<file path="src/rtl/decode_stage.sv">
// MIPS decode stage: splits and decodes one instruction per accept into a registered
// control bundle, with load-use stalling, flush, illegal flag and saturating counters.
module decode_stage #(
  parameter int unsigned DATA_W   = 32,
  parameter int unsigned ALUOP_W  = 4,
  parameter int unsigned CNT_W    = 16,
  parameter int unsigned LINK_REG = 31
) (
  input  logic               clk,
  input  logic               rst,
  input  logic               in_valid,
  output logic               in_ready,
  input  logic [31:0]        in_instr,
  input  logic [DATA_W-1:0]  in_pc4,
  input  logic               flush,
  output logic               out_valid,
  input  logic               out_ready,
  output logic [DATA_W-1:0]  out_pc4,
  output logic [4:0]         out_rs,
  output logic [4:0]         out_rt,
  output logic [4:0]         out_dest,
  output logic [4:0]         out_shamt,
  output logic [DATA_W-1:0]  out_imm,
  output logic [25:0]        out_adr,
  output logic [ALUOP_W-1:0] out_alu_op,
  output logic               out_alu_src_imm,
  output logic               out_regwrite,
  output logic               out_memread,
  output logic               out_memwrite,
  output logic               out_beq,
  output logic               out_bne,
  output logic               out_jump,
  output logic               out_link,
  output logic               out_illegal,
  output logic [CNT_W-1:0]   stall_cnt,
  output logic [CNT_W-1:0]   issue_cnt
);

  localparam logic [ALUOP_W-1:0] AluAdd = ALUOP_W'(0);
  localparam logic [ALUOP_W-1:0] AluSub = ALUOP_W'(1);
  localparam logic [ALUOP_W-1:0] AluAnd = ALUOP_W'(2);
  localparam logic [ALUOP_W-1:0] AluSll = ALUOP_W'(3);
  localparam logic [ALUOP_W-1:0] AluSrl = ALUOP_W'(4);
  localparam logic [ALUOP_W-1:0] AluOr  = ALUOP_W'(5);
  localparam logic [ALUOP_W-1:0] AluLui = ALUOP_W'(6);

  logic [5:0] op, funct;
  logic [4:0] rs, rt, rd;
  assign op    = in_instr[31:26];
  assign rs    = in_instr[25:21];
  assign rt    = in_instr[20:16];
  assign rd    = in_instr[15:11];
  assign funct = in_instr[5:0];

  logic [DATA_W-1:0] imm_sext, imm_zext, imm_lui;
  assign imm_sext = {{(DATA_W-16){in_instr[15]}}, in_instr[15:0]};
  assign imm_zext = {{(DATA_W-16){1'b0}}, in_instr[15:0]};
  assign imm_lui  = DATA_W'({in_instr[15:0], 16'h0000});

  logic [ALUOP_W-1:0] alu_op_d;
  logic [DATA_W-1:0]  imm_d;
  logic [4:0]         dest_d;
  logic alu_src_d, regwrite_d, memread_d, memwrite_d, beq_d, bne_d, jump_d, link_d, illegal_d;

  always_comb begin
    alu_op_d   = AluAdd;
    imm_d      = imm_sext;
    dest_d     = 5'd0;
    alu_src_d  = 1'b0;
    regwrite_d = 1'b0;
    memread_d  = 1'b0;
    memwrite_d = 1'b0;
    beq_d      = 1'b0;
    bne_d      = 1'b0;
    jump_d     = 1'b0;
    link_d     = 1'b0;
    illegal_d  = 1'b0;
    case (op)
      6'h00: begin
        regwrite_d = 1'b1;
        dest_d     = rd;
        case (funct)
          6'h20, 6'h21: alu_op_d = AluAdd;
          6'h22:        alu_op_d = AluSub;
          6'h24:        alu_op_d = AluAnd;
          6'h25:        alu_op_d = AluOr;
          6'h00:        alu_op_d = AluSll;
          6'h02:        alu_op_d = AluSrl;
          default: begin
            illegal_d  = 1'b1;
            regwrite_d = 1'b0;
            dest_d     = 5'd0;
          end
        endcase
      end
      6'h08, 6'h09: begin
        alu_src_d = 1'b1; regwrite_d = 1'b1; dest_d = rt;
      end
      6'h0C: begin
        alu_op_d = AluAnd; imm_d = imm_zext; alu_src_d = 1'b1; regwrite_d = 1'b1; dest_d = rt;
      end
      6'h0D: begin
        alu_op_d = AluOr; imm_d = imm_zext; alu_src_d = 1'b1; regwrite_d = 1'b1; dest_d = rt;
      end
      6'h0F: begin
        alu_op_d = AluLui; imm_d = imm_lui; alu_src_d = 1'b1; regwrite_d = 1'b1; dest_d = rt;
      end
      6'h23: begin
        alu_src_d = 1'b1; memread_d = 1'b1; regwrite_d = 1'b1; dest_d = rt;
      end
      6'h2B: begin
        alu_src_d = 1'b1; memwrite_d = 1'b1;
      end
      6'h04: begin
        alu_op_d = AluSub; beq_d = 1'b1;
      end
      6'h05: begin
        alu_op_d = AluSub; bne_d = 1'b1;
      end
      6'h02: jump_d = 1'b1;
      6'h03: begin
        jump_d = 1'b1; link_d = 1'b1; regwrite_d = 1'b1; dest_d = 5'(LINK_REG);
      end
      default: illegal_d = 1'b1;
    endcase
    // Writes to $0 are architecturally dropped.
    if (dest_d == 5'd0) regwrite_d = 1'b0;
  end

  logic uses_rt, hazard, load;
  assign uses_rt = (op == 6'h00) || (op == 6'h04) || (op == 6'h05) || (op == 6'h2B);
  assign hazard  = out_valid && out_memread && (out_dest != 5'd0) && in_valid &&
                   ((rs == out_dest) || (uses_rt && (rt == out_dest)));
  assign in_ready = !rst && (flush || ((!out_valid || out_ready) && !hazard));
  assign load     = in_valid && in_ready && !flush;

  always_ff @(posedge clk) begin
    if (rst) begin
      out_valid       <= 1'b0;
      out_pc4         <= '0;
      out_rs          <= '0;
      out_rt          <= '0;
      out_dest        <= '0;
      out_shamt       <= '0;
      out_imm         <= '0;
      out_adr         <= '0;
      out_alu_op      <= '0;
      out_alu_src_imm <= 1'b0;
      out_regwrite    <= 1'b0;
      out_memread     <= 1'b0;
      out_memwrite    <= 1'b0;
      out_beq         <= 1'b0;
      out_bne         <= 1'b0;
      out_jump        <= 1'b0;
      out_link        <= 1'b0;
      out_illegal     <= 1'b0;
      stall_cnt       <= '0;
      issue_cnt       <= '0;
    end else begin
      if (load) begin
        out_valid       <= 1'b1;
        out_pc4         <= in_pc4;
        out_rs          <= rs;
        out_rt          <= rt;
        out_dest        <= dest_d;
        out_shamt       <= in_instr[10:6];
        out_imm         <= imm_d;
        out_adr         <= in_instr[25:0];
        out_alu_op      <= alu_op_d;
        out_alu_src_imm <= alu_src_d;
        out_regwrite    <= regwrite_d;
        out_memread     <= memread_d;
        out_memwrite    <= memwrite_d;
        out_beq         <= beq_d;
        out_bne         <= bne_d;
        out_jump        <= jump_d;
        out_link        <= link_d;
        out_illegal     <= illegal_d;
      end else if (flush || out_ready) begin
        out_valid <= 1'b0;
      end
      if (hazard && !flush && (stall_cnt != {CNT_W{1'b1}})) stall_cnt <= stall_cnt + CNT_W'(1);
      if (out_valid && out_ready && (issue_cnt != {CNT_W{1'b1}})) begin
        issue_cnt <= issue_cnt + CNT_W'(1);
      end
    end
  end

endmodule
</file>
<file path="config.mk">
export PLATFORM = sky130hd
export DESIGN_NAME = decode_stage
export DESIGN_NICKNAME = d
export VERILOG_FILES = /design/src/rtl/decode_stage.sv
export SDC_FILE = /design/constraint.sdc
export NUM_CORES = 1
export LEC_CHECK = 0
export ABC_AREA = 1
export BUFFER_PORTS_ARGS = -buffer_cell sky130_fd_sc_hd__buf_2
export CAP_MARGIN = 5
export CORE_MARGIN = 2
export CORE_UTILIZATION = 41
export CTS_BUF_LIST = sky130_fd_sc_hd__clkbuf_4 sky130_fd_sc_hd__clkbuf_8
export CTS_CLUSTER_DIAMETER = 40
export DETAILED_ROUTE_END_ITERATION = 12
export PLACE_DENSITY = 0.73
export SETUP_SLACK_MARGIN = 0.15
export SYNTH_ARGS = -nofsm -noshare
export SYNTH_HDL_FRONTEND = slang
export SYNTH_SLANG_ARGS = --single-unit
export TNS_END_PERCENT = 30
</file>
<file path="constraint.sdc">
create_clock -name clk -period 4 [get_ports clk]
set_input_delay 0.8 -clock clk [delete_from_list [all_inputs] [get_ports clk]]
set_output_delay 0.8 -clock clk [all_outputs]
set_load 0.05 [all_outputs]
</file>
==> metrics.md, run 1 <==
| Metric | Value |
|---|---|
| Status | finished, final reports clean |
| Hold_buf cts | 0 |
| Critical path data required time | roughly 3.2 ns |
| Clk root buf | clkbuf_8 |
| CP cell instances | buf_2, nor2_1, nand3_1, nand3_1, nand3_2, nand2_4, nand2_4, inv_1, nor2_1, buf_2 |
| Total vias in the final route | around 7300 |
| Final min period | 3.25 ns |
| Post-synthesis cell count | 1086 |
| Slowest stage delay, CP | 0.25 ns |
| Post-CTS setup buffers | 0 |
| CTS Buf Count | 17 |
| Max_cap viols | 0 |
| Arrival @ worst endpoint | approximately 2.5 ns |
| Via density per instance | 4.83 |
| CP Launch Type | input pin |
| Ports | roughly 230 |
| Reg clk slew, reported paths | ~0.08 ns |
| CTS tree | yes |
| Worst vdd ir | about 0.23 mV |
| Seq/Total Area, Yosys | 0.397 |
| Combinational Power Share | 0.164 |
| Fmax | between 300 and 400 MHz |
| Routed Antenna Nets | 0 |
| Worst Hold Class | register to register |
| H-tree levels | 4 |
| Unrepaired setup endpoints after global routing | false |
| Fin cells | ~1500 |
| Largest net degree at the start of global routing | 90 |
| Register bit count reported by yosys | 140 |
| Layout cells sized above 1 | 0.213 |
| Worst Tran Pin Value | between 0.9 and 1 ns |
| Number of port buffers | roughly 220 |
| First-pass GRT wire length | between 30000 and 40000 µm |
| Dpl hpwl | around 14000 µm |
| Most frequent cells in the layout | 266 x nand2_1, 224 x buf_2, 191 x nor2_1 |
| Final period util | 0.813 |
| Chip width | 135 µm |
| CTS Sinks | 140 |
| Worst-Skew Late Latency | ~0.45 ns |
| Commonest non-fill, non-tap cell in the layout | nand2_1 |
| Slowest CP cell | nor2_1 |
| Max Slew Vio Count | 0 |
| Crit Path Category | input pin to output pin |
| Die span in y | 135 µm |
| Switching Share | 0.302 |
| PwrDens | around 380 nW/µm² |
| Initial DRC count | between 400 and 500 |
| Leakage power | 0.00451 µW |
| Slew HR | 0.357 |
| Fin area | approximately 8600 µm² |
| Post-Synthesis Net Count | 1157 |
| Full die area | 18300 µm² |
| DRT Pass-1 Iters | 5 |
| Clock network power share | 0.390 |
| Setup-failing EPs final | 0 |
| Crit path max fanout | 35 |
| Layout area overhead | 21.6% |
| GPL Wtd Cong | between 0.9 and 1 |
| Row cnt | 47 |
| Nets | ~1300 |
| Syn Area/Cell | about 6.5 µm² |
| Count of cells resized by post-cts repair | 0 |
| Placed instance area | 8130 µm² |
| Ys Warns | 0 |
| Mapped Area | 7060 µm² |
| Distinct cells, synth | 32 |
| Placed cells | about 1500 |
| Crit end category | output pin |
| Starting Density | 0.423 |
| Switching Power | ~990 µW |
| Setup TNS | 0 ns |
| Wire per inst | around 14 µm |
| Layout Skew | 0.00962 ns |
| Antenna violations before repair | 0 |
| Hold Vio Cnt, Final | 0 |
| Vias in the first global route | 6357 |
| GRT Total Usage | 0.216 |
| Final WL | roughly 20000 µm |
| Ant diodes | 0 |
| DR DRC count | 0 |
| Share of power burned in registers | 0.447 |
| Grt ovf | 0 |
| Core Area | roughly 17000 µm² |
| P_int | between 2000 and 2500 µW |
| Max clock buf depth | 2 |
## power groups by stage
stage / clock, µW / combinational (µW) / sequential [µW]
floorplan: 0 / 231 / 1680
global placement: 0 / 535 / 1500
detailed placement: 0 / 538 / 1510
CTS: 1320 / 540 / 1470
global route: 1370 / 586 / 1480
finish: 1290 / 540 / 1470
## registers in the layout, summed over array words and instances, names as in the netlist
name	flops
out_rt	4
out_bne	1
out_imm	32
out_alu_src_imm	1
out_shamt	4
out_pc4	32
out_adr	13
out_illegal	1
out_dest	5
out_regwrite	1
out_alu_op	3
out_valid	1
out_jump	1
out_beq	1
out_memwrite	1
out_memread	1
issue_cnt	16
out_link	1
stall_cnt	16
out_rs	5
## worst paths after layout
kind / endpoint / from / slack (ns) / cells after the start
max: in_ready / in_instr[31] / 0.75 / 10
min: out_adr[11]$_SDFFE_PP0P_ / out_adr[11]$_SDFFE_PP0P_ / 0.46 / 2
max reg2reg: out_link$_SDFFE_PP0P_ / out_dest[1]$_SDFFE_PP0P_ / 1.55 / 12
min reg2reg: out_adr[11]$_SDFFE_PP0P_ / out_adr[11]$_SDFFE_PP0P_ / 0.46 / 2
## cells by family (layout without fill, tap and decap cells)
kind of cell | after synthesis | in the layout | synth area share
AND/OR/NAND/NOR | 579 | 579 | 0.345
flip-flops | 140 | 140 | 0.397
adder cells (fa/ha/maj) | 2 | 2 | 0.00354
other | 1 | 1 | 0.000531
buffers and inverters | 222 | 418 | 0.142
AO/OA/AOI/OAI | 123 | 123 | 0.0883
XOR/XNOR | 19 | 19 | 0.0236
## routing by layer
layer	routed length (µm)	GRT usage	part of all wire
met1	9210	0.279	0.45
met2	9300	0.355	0.46
met3	1550	0.0599	0.076
met4	238	0.0631	0.012
met5	0	0	0
## critical path: cells and delay by family
kind          cells  cell delay, ns
simple gates      7            1.15
buf+inv           3            0.48
## synth_stat cells, drive strengths merged
library cell    n  share of area
nor3           15          0.011
clkbuf         25          0.013
nand3b          2         0.0021
nand4          55          0.049
and3            1        0.00089
o21bai          1         0.0011
xnor2           5         0.0062
or2             1        0.00089
ha              2         0.0035
o21ai          39          0.028
nor2          193           0.10
clkinv          2         0.0011
and2            1        0.00089
o22ai           2         0.0018
inv           151          0.080
nor4            4         0.0035
dfxtp         140           0.40
o211ai          1         0.0011
a21oi          80          0.057
xor2           14          0.017
nand3          39          0.030
nand2         268           0.14
conb            1        0.00053
buf            44          0.047
## stage by stage
stage / worst slack, ns / hold slack (ns) / utilization / power (µW)
finish: 0.750 / 0.463 / 0.514 / 3300
global route: 0.606 / 0.480 / 0.514 / 3440
CTS: 0.773 / 0.466 / 0.514 / 3330
detailed placement: 0.771 / 0.450 / 0.487 / 2040
global placement: 0.793 / 0.449 / 0.487 / 2040
floorplan: 1.13 / 0.680 / - / 1910
## layout make-up
| class | count | area (µm²) |
|---|---|---|
| multi-input cells | 724 | 3260 |
| well taps | 220 | 275 |
| fillers | 1658 | 8120 |
| repair buffers | 233 | 1210 |
| flip-flops and latches | 140 | 2800 |
| inverters | 153 | 574 |
| clock inverters | 8 | 129 |
| clock buffers | 24 | 324 |
Power figures use the tool's default switching activity.
==> inputs of run 2 (changes only) <==
--- a/config.mk
+++ b/config.mk
@@ -5,7 +5,7 @@
 export SDC_FILE = /design/constraint.sdc
 export NUM_CORES = 1
 export LEC_CHECK = 0
-export ABC_AREA = 1
+export ABC_AREA = 0
 export BUFFER_PORTS_ARGS = -buffer_cell sky130_fd_sc_hd__buf_2
 export CAP_MARGIN = 5
 export CORE_MARGIN = 2
@@ -13,7 +13,7 @@
 export CTS_BUF_LIST = sky130_fd_sc_hd__clkbuf_4 sky130_fd_sc_hd__clkbuf_8
 export CTS_CLUSTER_DIAMETER = 40
 export DETAILED_ROUTE_END_ITERATION = 12
-export PLACE_DENSITY = 0.73
+export PLACE_DENSITY = 0.75
 export SETUP_SLACK_MARGIN = 0.15
 export SYNTH_ARGS = -nofsm -noshare
 export SYNTH_HDL_FRONTEND = slang
==> constraint.sdc (replaced) <==
create_clock -name clk -period 3.2 [get_ports clk]
set_input_delay 0.64 -clock clk [delete_from_list [all_inputs] [get_ports clk]]
set_output_delay 0.64 -clock clk [all_outputs]
set_load 0.05 [all_outputs]
==> run 2 against run 1 <==
Utilization rose by 0.78 points. Via count down 19%. Worst setup slack worse by 0.41 ns. Sequential power grew 24%. Flip-flop and latch count unchanged. Global-route usage decreased by 0.28 points. Sequential share of layout area up 4.6 points. Worst hold slack got worse by 0.029 ns. Routed wire length down 15%. Die area decreased by 14%. Power rose by 9.3%. Synthesized cell count decreased by 31%. Critical endpoint unchanged. Highest routed layer is now met5.
==> metrics.md, run 2 <==
| Metric | Value |
|---|---|
| Ant diodes | 0 (unchanged) |
| Critical path data required time | 2.56 ns (was 3.20 ns) |
| Total vias in the final route | 5917 (was 7261) |
| Crit path max fanout | 5 (was 35) |
| Leakage power | 0.00326 µW (was 0.00451 µW) |
| Fin Hold WS | 0.434 ns (was 0.463 ns) |
| Clk root buf | clkbuf_8 (unchanged) |
| Hold Vio Cnt, Final | 0 (unchanged) |
| Starting Density | 0.418 (was 0.423) |
| Crit Path Category | register to output pin (was input pin to output pin) |
| Yosys top cell by area | dfxtp_1 (unchanged) |
| CTS Sinks | 140 (unchanged) |
| Async SR Flop Fraction | 0 (unchanged) |
| Arrival @ worst endpoint | 2.22 ns (was 2.45 ns) |
| Layout cells sized above 1 | 0.293 (was 0.213) |
| Post-Synthesis Net Count | 816 (was 1157) |
| Final WL | 17300 µm (was 20300 µm) |
| Slowest CP cell | or4_4 (was nor2_1) |
| Worst reg-to-reg path cell count | 7 (was 12) |
| Reg clk slew, reported paths | 0.08 ns (about the same) |
| Top Registers | out_imm x32, out_pc4 x32 (unchanged) |
| Distinct cells, synth | 53 (was 32) |
| Synth top area share | 0.465 (was 0.397) |
| DRT Pass-1 Iters | 5 (unchanged) |
| R2R setup slack | 0.72 ns (was 1.55 ns) |
| Full die area | 15700 µm² (was 18300 µm²) |
| Vias in the first global route | 5335 (was 6357) |
| CP Launch Type | register (was input pin) |
| Core Area | 14400 µm² (was 16700 µm²) |
| Register bit count reported by yosys | 140 (unchanged) |
| Dpl hpwl | 11900 µm (was 14300 µm) |
| Slowest stage delay, CP | 0.58 ns (was 0.25 ns) |
| Switching Share | 0.290 (was 0.302) |
| Largest cells by area after synthesis | dfxtp_1 46%, nand2_1 10%, a21oi_1 8.5% (was dfxtp_1 40%, nand2_1 14%, nor2_1 10%) |
| Unrepaired setup endpoints after global routing | false (unchanged) |
| CTS Buf Count | 17 (unchanged) |
| Post-CTS setup buffers | 0 (unchanged) |
| Final period util | 0.895 |
| Setup-failing EPs final | 0 (unchanged) |
| H-tree levels | 4 (unchanged) |
| Via density per instance | 5.24 (was 4.83) |
| Worst Tran Pin Value | 0.819 ns (was 0.964 ns) |
| Routed Antenna Nets | 0 (unchanged) |
| First-pass GRT wire length | 27300 µm (was 31500 µm) |
| DR DRC count | 0 (unchanged) |
| Share of power burned in registers | 0.504 (was 0.447) |
| Max Slew Vio Count | 0 (unchanged) |
| Worst-Skew Late Latency | 0.43 ns (was 0.45 ns) |
| Fmax | 349 MHz |
| Hold path startpoint | in_pc4[19] (was out_adr[11]$_SDFFE_PP0P_) |
| Design Power | 3610 µW (was 3300 µW) |
| Status | finished, final reports clean (unchanged) |
| Top cells by count, synth | 161 x nand2_1, 140 x dfxtp_1, 103 x a21oi_1 (was 266 x nand2_1, 191 x nor2_1, 150 x inv_1) |
| Ys Warns | 0 (unchanged) |
| Layout Skew | 0.0110 ns (was 0.00962 ns) |
| Worst vdd ir | 0.370 mV (was 0.226 mV) |
| Mapped Area | 6030 µm² (was 7060 µm²) |
| Setup TNS | 0 ns (unchanged) |
| Max clock buf depth | 2 (unchanged) |
| Slew HR | 0.451 (was 0.357) |
| Placed cells | 1097 (was 1470) |
| Ports | 226 (unchanged) |
| Worst Hold Class | input pin to register (was register to register) |
| GRT Total Usage | 0.213 (was 0.216) |
| Seq/Total Area, Yosys | 0.465 (was 0.397) |
| Combinational Power Share | 0.141 (was 0.164) |
| Row cnt | 44 (was 47) |
| Hold_buf cts | 0 (unchanged) |
| Syn Area/Cell | 8.09 µm² (was 6.50 µm²) |
| CTS tree | yes (unchanged) |
| Crit end category | output pin (unchanged) |
| Largest net degree at the start of global routing | 79 (was 90) |
| Most frequent cells in the layout | 222 x buf_2, 161 x nand2_1, 140 x dfxtp_1 (was 266 x nand2_1, 224 x buf_2, 191 x nor2_1) |
| Grt ovf | 0 (unchanged) |
| Hold Path Sink | out_pc4[19]$_SDFFE_PP0P_ (was out_adr[11]$_SDFFE_PP0P_) |
| Post-synthesis cell count | 745 (was 1086) |
| Crit Reg-Reg Startpoint | out_dest[0]$_SDFFE_PP0P_ (was out_dest[1]$_SDFFE_PP0P_) |
| Antenna violations before repair | 1 (was 0) |
| RR Endpoint | out_alu_op[0]$_SDFFE_PP0P_ (was out_link$_SDFFE_PP0P_) |
| Nets | 1003 (was 1340) |
| Chip width | 125 µm (was 135 µm) |
| Die span in y | 125 µm (was 135 µm) |
| PwrDens | 479 nW/µm² (was 384 nW/µm²) |
| Initial DRC count | 400 (was 430) |
| Final Util | 0.522 (was 0.514) |
| GPL Wtd Cong | 0.809 (was 0.913) |
| P_int | 2560 µW (was 2300 µW) |
| Count leader, synth | nand2_1 (unchanged) |
| Switching Power | 1050 µW (was 995 µW) |
| Max_cap viols | 0 (unchanged) |
| Final min period | 2.86 ns |
| Origin of the worst setup path | out_dest[0]$_SDFFE_PP0P_ (was in_instr[31]) |
| Number of flops mapped to enable cells by yosys | 0 (unchanged) |
| CP cell instances | or4_4, o2111ai_2, nor3_1, nor3_2, clkbuf_4 (was buf_2, nor2_1, nand3_1, nand3_1, nand3_2, nand2_4, nand2_4, inv_1, nor2_1, buf_2) |
| Number of port buffers | 224 (unchanged) |
| Hold Path Cell Cnt | 3 (was 2) |
| Layout area overhead | 24.8% (was 21.6%) |
| Commonest non-fill, non-tap cell in the layout | buf_2 (was nand2_1) |
| Fin cells | 1129 (was 1502) |
| Wire per inst | 15.3 µm (was 13.5 µm) |
| Clock network power share | 0.354 (was 0.390) |
| Main synth FF type | dfxtp_1 (unchanged) |
==> run 2: changes by cell type after synthesis, sizes merged, moves of 10 or more <==
cell	previous run	this run
nor2	193	39
inv	151	6
nand2	268	161
nand4	55	6
o21ai	39	7
nand3	39	64
a21oi	80	103
or4	0	15
nand3b	2	15
xnor2	5	18
o31ai	0	10
==> run 2: power groups by stage <==
stage	registers, µW	clock network, µW	logic [µW]
after floorplan	2020	0	198
after global placement	1860	0	508
after detailed placement	1860	0	511
after CTS	1820	1310	512
after global routing	1820	1380	547
final	1820	1280	510
==> run 2: per-layer routing <==
| layer | GRT usage | up-vias | routed length [µm] |
|---|---|---|---|
| li1 | - | 2952 | - |
| met3 | 0.0757 | 17 | 1450 |
| met5 | 0 | - | 10 |
| met1 | 0.266 | 2742 | 7420 |
| met2 | 0.350 | 204 | 8230 |
| met4 | 0.0608 | 2 | 189 |
==> run 2: cell families (layout without fill, tap and decap cells) <==
family / after synthesis / in the layout / synth area share
compound gates: 153 / 153 / 0.151
xor+xnor: 26 / 26 / 0.0378
fa+ha+maj: 2 / 2 / 0.00415
buf+inv: 73 / 273 / 0.0623
flops: 140 / 140 / 0.465
mux: 3 / 3 / 0.00519
other cells: 1 / 1 / 0.000622
simple gates: 347 / 347 / 0.274
==> run 2: how the worst max path moves through the flow <==
| stage | end | slack (ns) |
|---|---|---|
| after floorplan | in_ready | 0.48 |
| after global placement | stall_cnt[15]$_SDFFE_PP0P_ | 0.53 |
| after detailed placement | stall_cnt[15]$_SDFFE_PP0P_ | 0.44 |
| after CTS | in_ready | 0.27 |
| after global routing | in_ready | 0.17 |
| final | in_ready | 0.34 |
==> run 2: cell type report <==
| cell class | count | area (µm²) |
|---|---|---|
| clock buffers | 25 | 313 |
| repair buffers | 235 | 1250 |
| inverters | 6 | 22.5 |
| fillers | 1431 | 6900 |
| multi-input cells | 532 | 2870 |
| well taps | 184 | 230 |
| clock inverters | 7 | 40.0 |
| flip-flops and latches | 140 | 2800 |
==> run 2: critical path: cells and delay by family, from the launching register on <==
family                 cells  cell delay [ns]
and+or+nand+nor            3             0.92
DFF                        1             0.37
buffers and inverters      1             0.27
AOI/OAI and AO/OA          1             0.23
==> run 2: repair_timing <==
item                                    4_1_cts  5_1_grt
endpoints found under the setup margin        0        1
endpoints found under the hold margin         0        0
gates resized for setup                       0        1
==> run 2: through the flow <==
step	setup WS, ns	area (µm²)
2_1_floorplan	0.477	6030
3_3_place_gp	0.531	7170
3_5_place_dp	0.440	7170
4_1_cts	0.272	7520
5_1_grt	0.169	7520
6_report	0.336	7520
